### config.mk
export PLATFORM = sky130hd
export DESIGN_NAME = stopwatch_display_scan
export DESIGN_NICKNAME = d
export VERILOG_FILES = /design/src/rtl/stopwatch_pkg.sv /design/src/rtl/bin2bcd_99.sv /design/src/rtl/stopwatch_display_scan.sv
export SDC_FILE = /design/constraint.sdc
export NUM_CORES = 1
export LEC_CHECK = 0
export ABC_CLOCK_PERIOD_IN_PS = 5140
export CAP_MARGIN = 20
export CORE_ASPECT_RATIO = 0.7
export CORE_MARGIN = 4
export CORE_UTILIZATION = 25
export CTS_BUF_LIST = sky130_fd_sc_hd__clkbuf_4 sky130_fd_sc_hd__clkbuf_8
export DETAILED_ROUTE_END_ITERATION = 6
export HOLD_SLACK_MARGIN = 0.12
export PLACE_DENSITY = 0.47
export SYNTH_ARGS = -nofsm -noshare
export SYNTH_HDL_FRONTEND = slang
export SYNTH_SLANG_ARGS = --single-unit
export TNS_END_PERCENT = 1
### constraint.sdc
create_clock -name clk -period 5.14 [get_ports clk]
set_input_delay 0.771 -clock clk [delete_from_list [all_inputs] [get_ports clk]]
set_output_delay 0.771 -clock clk [all_outputs]
set_load 0.005 [all_outputs]
### src/rtl/stopwatch_pkg.sv
// Shared widths, segment codes and the digit-to-segment lookup for the stopwatch display.
package stopwatch_pkg;

  localparam int unsigned MIN_W      = 6;
  localparam int unsigned SEC_W      = 6;
  localparam int unsigned CS_W       = 7;
  localparam int unsigned NUM_DIGITS = 6;
  localparam int unsigned SEG_W      = 7;

  // Active-low gfedcba codes.
  localparam logic [SEG_W-1:0] SEG_BLANK = 7'h7F;
  localparam logic [SEG_W-1:0] SEG_DASH  = 7'h3F;

  function automatic logic [SEG_W-1:0] seg_lut(input logic [3:0] digit);
    logic [SEG_W-1:0] seg;
    case (digit)
      4'd0:    seg = 7'h40;
      4'd1:    seg = 7'h79;
      4'd2:    seg = 7'h24;
      4'd3:    seg = 7'h30;
      4'd4:    seg = 7'h19;
      4'd5:    seg = 7'h12;
      4'd6:    seg = 7'h02;
      4'd7:    seg = 7'h78;
      4'd8:    seg = 7'h00;
      4'd9:    seg = 7'h10;
      default: seg = SEG_BLANK;
    endcase
    return seg;
  endfunction

endpackage

### src/rtl/bin2bcd_99.sv
// Combinational 7-bit binary to two BCD digits; ovf flags values above 99.
module bin2bcd_99
  import stopwatch_pkg::*;
(
  input  logic [CS_W-1:0] bin_i,
  output logic [3:0]      tens_o,
  output logic [3:0]      units_o,
  output logic            ovf_o
);

  logic [CS_W-1:0] tens_full;
  logic [CS_W-1:0] units_full;

  always_comb begin
    tens_full  = CS_W'(bin_i / CS_W'(10));
    units_full = CS_W'(bin_i % CS_W'(10));
    tens_o     = 4'(tens_full);
    units_o    = 4'(units_full);
    ovf_o      = (bin_i > CS_W'(99));
  end

endmodule

### src/rtl/stopwatch_display_scan.sv
// Six-digit multiplexed 7-segment scanner for MM.SS.CC with a per-frame input snapshot.
module stopwatch_display_scan
  import stopwatch_pkg::*;
#(
  parameter int unsigned SCAN_DIV = 4,
  parameter bit          BLANK_LZ = 1'b1
) (
  input  logic                  clk,
  input  logic                  rst,
  input  logic [MIN_W-1:0]      min_i,
  input  logic [SEC_W-1:0]      sec_i,
  input  logic [CS_W-1:0]       ms_10_i,
  input  logic                  blank_i,
  output logic [NUM_DIGITS-1:0] an_o,
  output logic [SEG_W-1:0]      seg_o,
  output logic                  dp_o
);

  localparam int unsigned PRE_W = (SCAN_DIV > 1) ? $clog2(SCAN_DIV) : 1;
  localparam int unsigned IDX_W = $clog2(NUM_DIGITS);
  localparam logic [IDX_W-1:0] IDX_LAST = IDX_W'(NUM_DIGITS - 1);

  logic [PRE_W-1:0]      pre_q, pre_d;
  logic [IDX_W-1:0]      idx_q, idx_d;
  logic [MIN_W-1:0]      min_q, min_d;
  logic [SEC_W-1:0]      sec_q, sec_d;
  logic [CS_W-1:0]       cs_q, cs_d;
  logic [NUM_DIGITS-1:0] an_q, an_d;
  logic [SEG_W-1:0]      seg_q, seg_d;
  logic                  dp_q, dp_d;

  logic                  tick_c;
  logic [CS_W-1:0]       field_c;
  logic [3:0]            tens_c, units_c, digit_c;
  logic                  ovf_c;

  bin2bcd_99 u_bcd (
    .bin_i   (field_c),
    .tens_o  (tens_c),
    .units_o (units_c),
    .ovf_o   (ovf_c)
  );

  always_ff @(posedge clk) begin
    if (rst) begin
      pre_q <= '0;
      idx_q <= '0;
      min_q <= '0;
      sec_q <= '0;
      cs_q  <= '0;
      an_q  <= '1;
      seg_q <= SEG_BLANK;
      dp_q  <= 1'b1;
    end else begin
      pre_q <= pre_d;
      idx_q <= idx_d;
      min_q <= min_d;
      sec_q <= sec_d;
      cs_q  <= cs_d;
      an_q  <= an_d;
      seg_q <= seg_d;
      dp_q  <= dp_d;
    end
  end

  always_comb begin
    tick_c  = (pre_q == PRE_W'(SCAN_DIV - 1));
    pre_d   = tick_c ? '0 : pre_q + PRE_W'(1);
    idx_d   = idx_q;
    min_d   = min_q;
    sec_d   = sec_q;
    cs_d    = cs_q;
    field_c = cs_q;
    an_d    = '1;
    seg_d   = SEG_BLANK;
    dp_d    = 1'b1;

    if (tick_c) begin
      idx_d = (idx_q == IDX_LAST) ? '0 : idx_q + IDX_W'(1);
      // Capture all fields together at the frame boundary so a frame never tears.
      if (idx_q == IDX_LAST) begin
        min_d = min_i;
        sec_d = sec_i;
        cs_d  = ms_10_i;
      end
    end

    case (idx_q)
      3'd2, 3'd3: field_c = CS_W'(sec_q);
      3'd4, 3'd5: field_c = CS_W'(min_q);
      default:    field_c = cs_q;
    endcase

    digit_c = idx_q[0] ? tens_c : units_c;
    an_d    = ~(NUM_DIGITS'(1) << idx_q);
    seg_d   = ovf_c ? SEG_DASH : seg_lut(digit_c);
    dp_d    = !((idx_q == 3'd2) || (idx_q == 3'd4));

    if (BLANK_LZ && (idx_q == IDX_LAST) && (min_q < MIN_W'(10))) begin
      seg_d = SEG_BLANK;
      dp_d  = 1'b1;
    end

    if (blank_i) begin
      an_d  = '1;
      seg_d = SEG_BLANK;
      dp_d  = 1'b1;
    end
  end

  assign an_o  = an_q;
  assign seg_o = seg_q;
  assign dp_o  = dp_q;

endmodule

==> results.cfg <==
[status]
status = finished, final reports clean

[power_and_ir_drop]
p_int_mw = 0.433
clkPwrFrac_pct = 36.4
p_comb_share_pct = 10.9
switchingPower_mw = 0.146
p_sw_share_pct = 25.2
p_per_area_nw_per_um2 = 197
pwr-share-seq_pct = 52.6
vdd_drop_max_uv = 85.7
leakage_nw = 0.990

[routing]
drt_pass1_iterations = 4
wl_um = 6340
vias = 2240
wire_per_inst_um = 14.0
detail-route-antenna-nets = 0
drt-initial-drc-count = 192
viasPerCell = 4.94
drc = 0

[setup_path]
r2r_slack_ns = 0.49
crit_path_end_kind = register
worstPathRequired_ns = 5.37
worstRegToRegCells = 23
worst_ep_arrival_time_ns = 4.88
r2r_end = seg_o[5]
r2r_start = idx_q[1]
critical_path_class = reg -> reg
start_kind = register
critical_path_peak_fanout = 8

[yosys]
ys_seq_elements = 38
yosysTopAreaCell = dfxtp_1
synth.avg_cell_area_um2 = 7.97
yosys_most_used_dff = dfxtp_1
synth_edf_count = 0
async_flop_share_pct = 0
synth_top_area_share_pct = 32.5
synth_seq_area_share_pct = 32.5
ys_warn_count = 0
postSynthCellCount = 294
ys_top_cells_by_area = dfxtp_1 (32%), nand2_1 (9.6%), a21oi_1 (6.4%), ha_1 (4.3%), nor2_1 (2.7%)
syn_area_um2 = 2340
synth_fp_nets = 324
synth_cell_types = 59

[grt]
gr-total-overflow = 0
antenna_found_initial = 0
grt_pass1_wl_um = 10500
grt_usage_pct = 12.0
grt_max_degree = 27
grt_pass1_vias = 2068

[place]
dp.cells = 442
routabilityCongestion = 0.909
portBuffers = 35
dpl_worst_slack_ns = 0.336
hpwlAfterDp_um = 4790

[sta]
slew_headroom_pct = 38.7
worstMarginPinSlew_ns = 0.917
drv_slew = 0
min_period_ns = 4.65
final.setup.tns_ns = 0
fin_crit_sh_pct = 90.4
final-hold-violation-count = 0
postLayoutSetupSlackWorst_ns = 0.493
finalSetupViolCount = 0
rsz0062_at_grt = false
whs_ns = 0.424
finClkSkew_ns = 0.00749
max_clock_freq_ghz = 0.215

[clock_network]
clock_latency_ns = 0.29
clkTransAtPathRegs_ns = 0.08
htree_num_levels = 2
clock_path_buffers = 2
cts_buffers = 5
cts.sinks = 38
holdBufCountCts = 0
cts_tree = built
ctsRootBufferMaster = clkbuf_8

[layout]
n_antenna_cell = 0
nets = 358
drive_gt1_share_pct = 11.6
finalNonFillerCells = 453
synthToLayoutAreaGrowth_pct = 25.5
finish.utilization_pct = 32.3
layout_common_cells = nand2_1 (60), dfxtp_1 (37), clkdlybuf4s50_1 (35)
layout_commonest_cell = nand2_1

[worst_hold_path]
min_path_type = reg -> reg
min_path_cells = 1
min_to = pre_q[0]
hp-start = pre_q[0]

[flow_run]
maxCapViolCount = 0

[floorplanning]
die_x_um = 124
start_util_pct = 25.7
die_area_um2 = 11000
design.core.area_um2 = 9110
ioPinCount = 36
die_height_um = 89.0
row_count = 29
[registers in the layout, summed over array words and instances, names as in the netlist]
register,count
seg_o,7
an_o,6
min_q,6
idx_q,3
sec_q,6
dp_o,1
cs_q,7
pre_q,2
[layout make-up]
| type | instances | area (um^2) |
|---|---|---|
| clock buffer | 5 | 68.8 |
| clock inverter | 3 | 21.3 |
| fill | 973 | 6170 |
| inverter | 8 | 30.0 |
| multi-input combinational | 233 | 1500 |
| sequential | 38 | 762 |
| tap | 124 | 155 |
| timing repair buffer | 42 | 403 |
[worst max path at each step]
stage | start | to
floorplan | idx_q[0] | seg_o[5]
global placement | idx_q[2] | seg_o[5]
detailed placement | idx_q[2] | seg_o[5]
CTS | idx_q[2] | seg_o[5]
global route | idx_q[1] | seg_o[5]
finish | idx_q[1] | seg_o[5]
[per-stage QoR]
| stage | power [mW] | cell area, um^2 |
|---|---|---|
| 5_1_grt | 0.611 | 2940 |
| 6_report | 0.578 | 2940 |
| 2_1_floorplan | 0.342 | 2340 |
| 3_3_place_gp | 0.376 | 2800 |
| 4_1_cts | 0.589 | 2890 |
| 3_5_place_dp | 0.375 | 2800 |
[layer usage]
layer  vias up  global-route usage, %  share of wire, %
met2        84                   15.6                37
li1       1137                      -                 -
met5         -                      0                 0
met4         0                   2.61               1.1
met3         8                   3.92               7.8
met1      1011                   18.7                54
[cells in the mapped netlist (2+ instances only)]
master / n
a211oi_1: 2
a221o_1: 2
o21ai_0: 6
nand2b_1: 2
o21a_1: 3
nor4_1: 4
nand2_1: 60
mux2i_1: 4
o31ai_1: 3
a31oi_1: 5
o31a_1: 2
inv_1: 8
o21ai_1: 8
xnor2_1: 2
o211ai_2: 2
o31ai_2: 2
a311oi_1: 2
buf_4: 2
nor2_1: 17
ha_1: 8
a21oi_1: 30
a221oi_2: 2
or3_1: 2
nand4_1: 4
buf_2: 3
a41oi_2: 2
nand3_1: 10
nor3_1: 8
or4_1: 2
clkbuf_1: 9
nor2_2: 2
o211ai_1: 4
dfxtp_1: 38
and2_1: 9
[power by group through the flow]
stage / sequential (mW) / clock [mW] / combinational [mW]
6_report: 0.304 / 0.211 / 0.0633
5_1_grt: 0.305 / 0.236 / 0.0707
4_1_cts: 0.304 / 0.220 / 0.0640
3_5_place_dp: 0.311 / 0 / 0.0637
3_3_place_gp: 0.311 / 0 / 0.0644
2_1_floorplan: 0.312 / 0 / 0.0309
[critical path, stage by stage, from the launching register on]
cell,delay (ns)
dfxtp_1,0.37
and2_1,0.18
ha_1,0.28
inv_1,0.18
nand4_1,0.26
a211o_4,0.45
o22ai_4,0.20
nor2_1,0.09
o21ai_0,0.13
a21oi_1,0.10
nor3_1,0.16
a21oi_1,0.06
nor2_1,0.12
ha_2,0.24
o211ai_1,0.11
a41o_1,0.29
nor2_2,0.12
a2bb2oi_2,0.21
xor2_1,0.16
o21a_1,0.18
inv_1,0.09
ha_1,0.21
mux2_1,0.29
o21ai_1,0.11
[repair_timing]
item / CTS / global route
setup endpoints to repair: 0 / 6
setup buffers: 0 / 2
gates resized for setup: 0 / 5
[logic make-up (layout without fill, tap and decap cells)]
logic type / Yosys count / after routing / share of synthesized area [%]
DFF: 38 / 38 / 32.5
adders and majority gates: 8 / 8 / 4.27
and+or+nand+nor: 128 / 128 / 26.4
xor gates and xnor gates: 3 / 3 / 1.12
buffers and inverters: 23 / 58 / 4.48
muxes: 5 / 5 / 2.19
AOI/OAI and AO/OA: 89 / 89 / 29.1
Power figures use the tool's default switching activity.
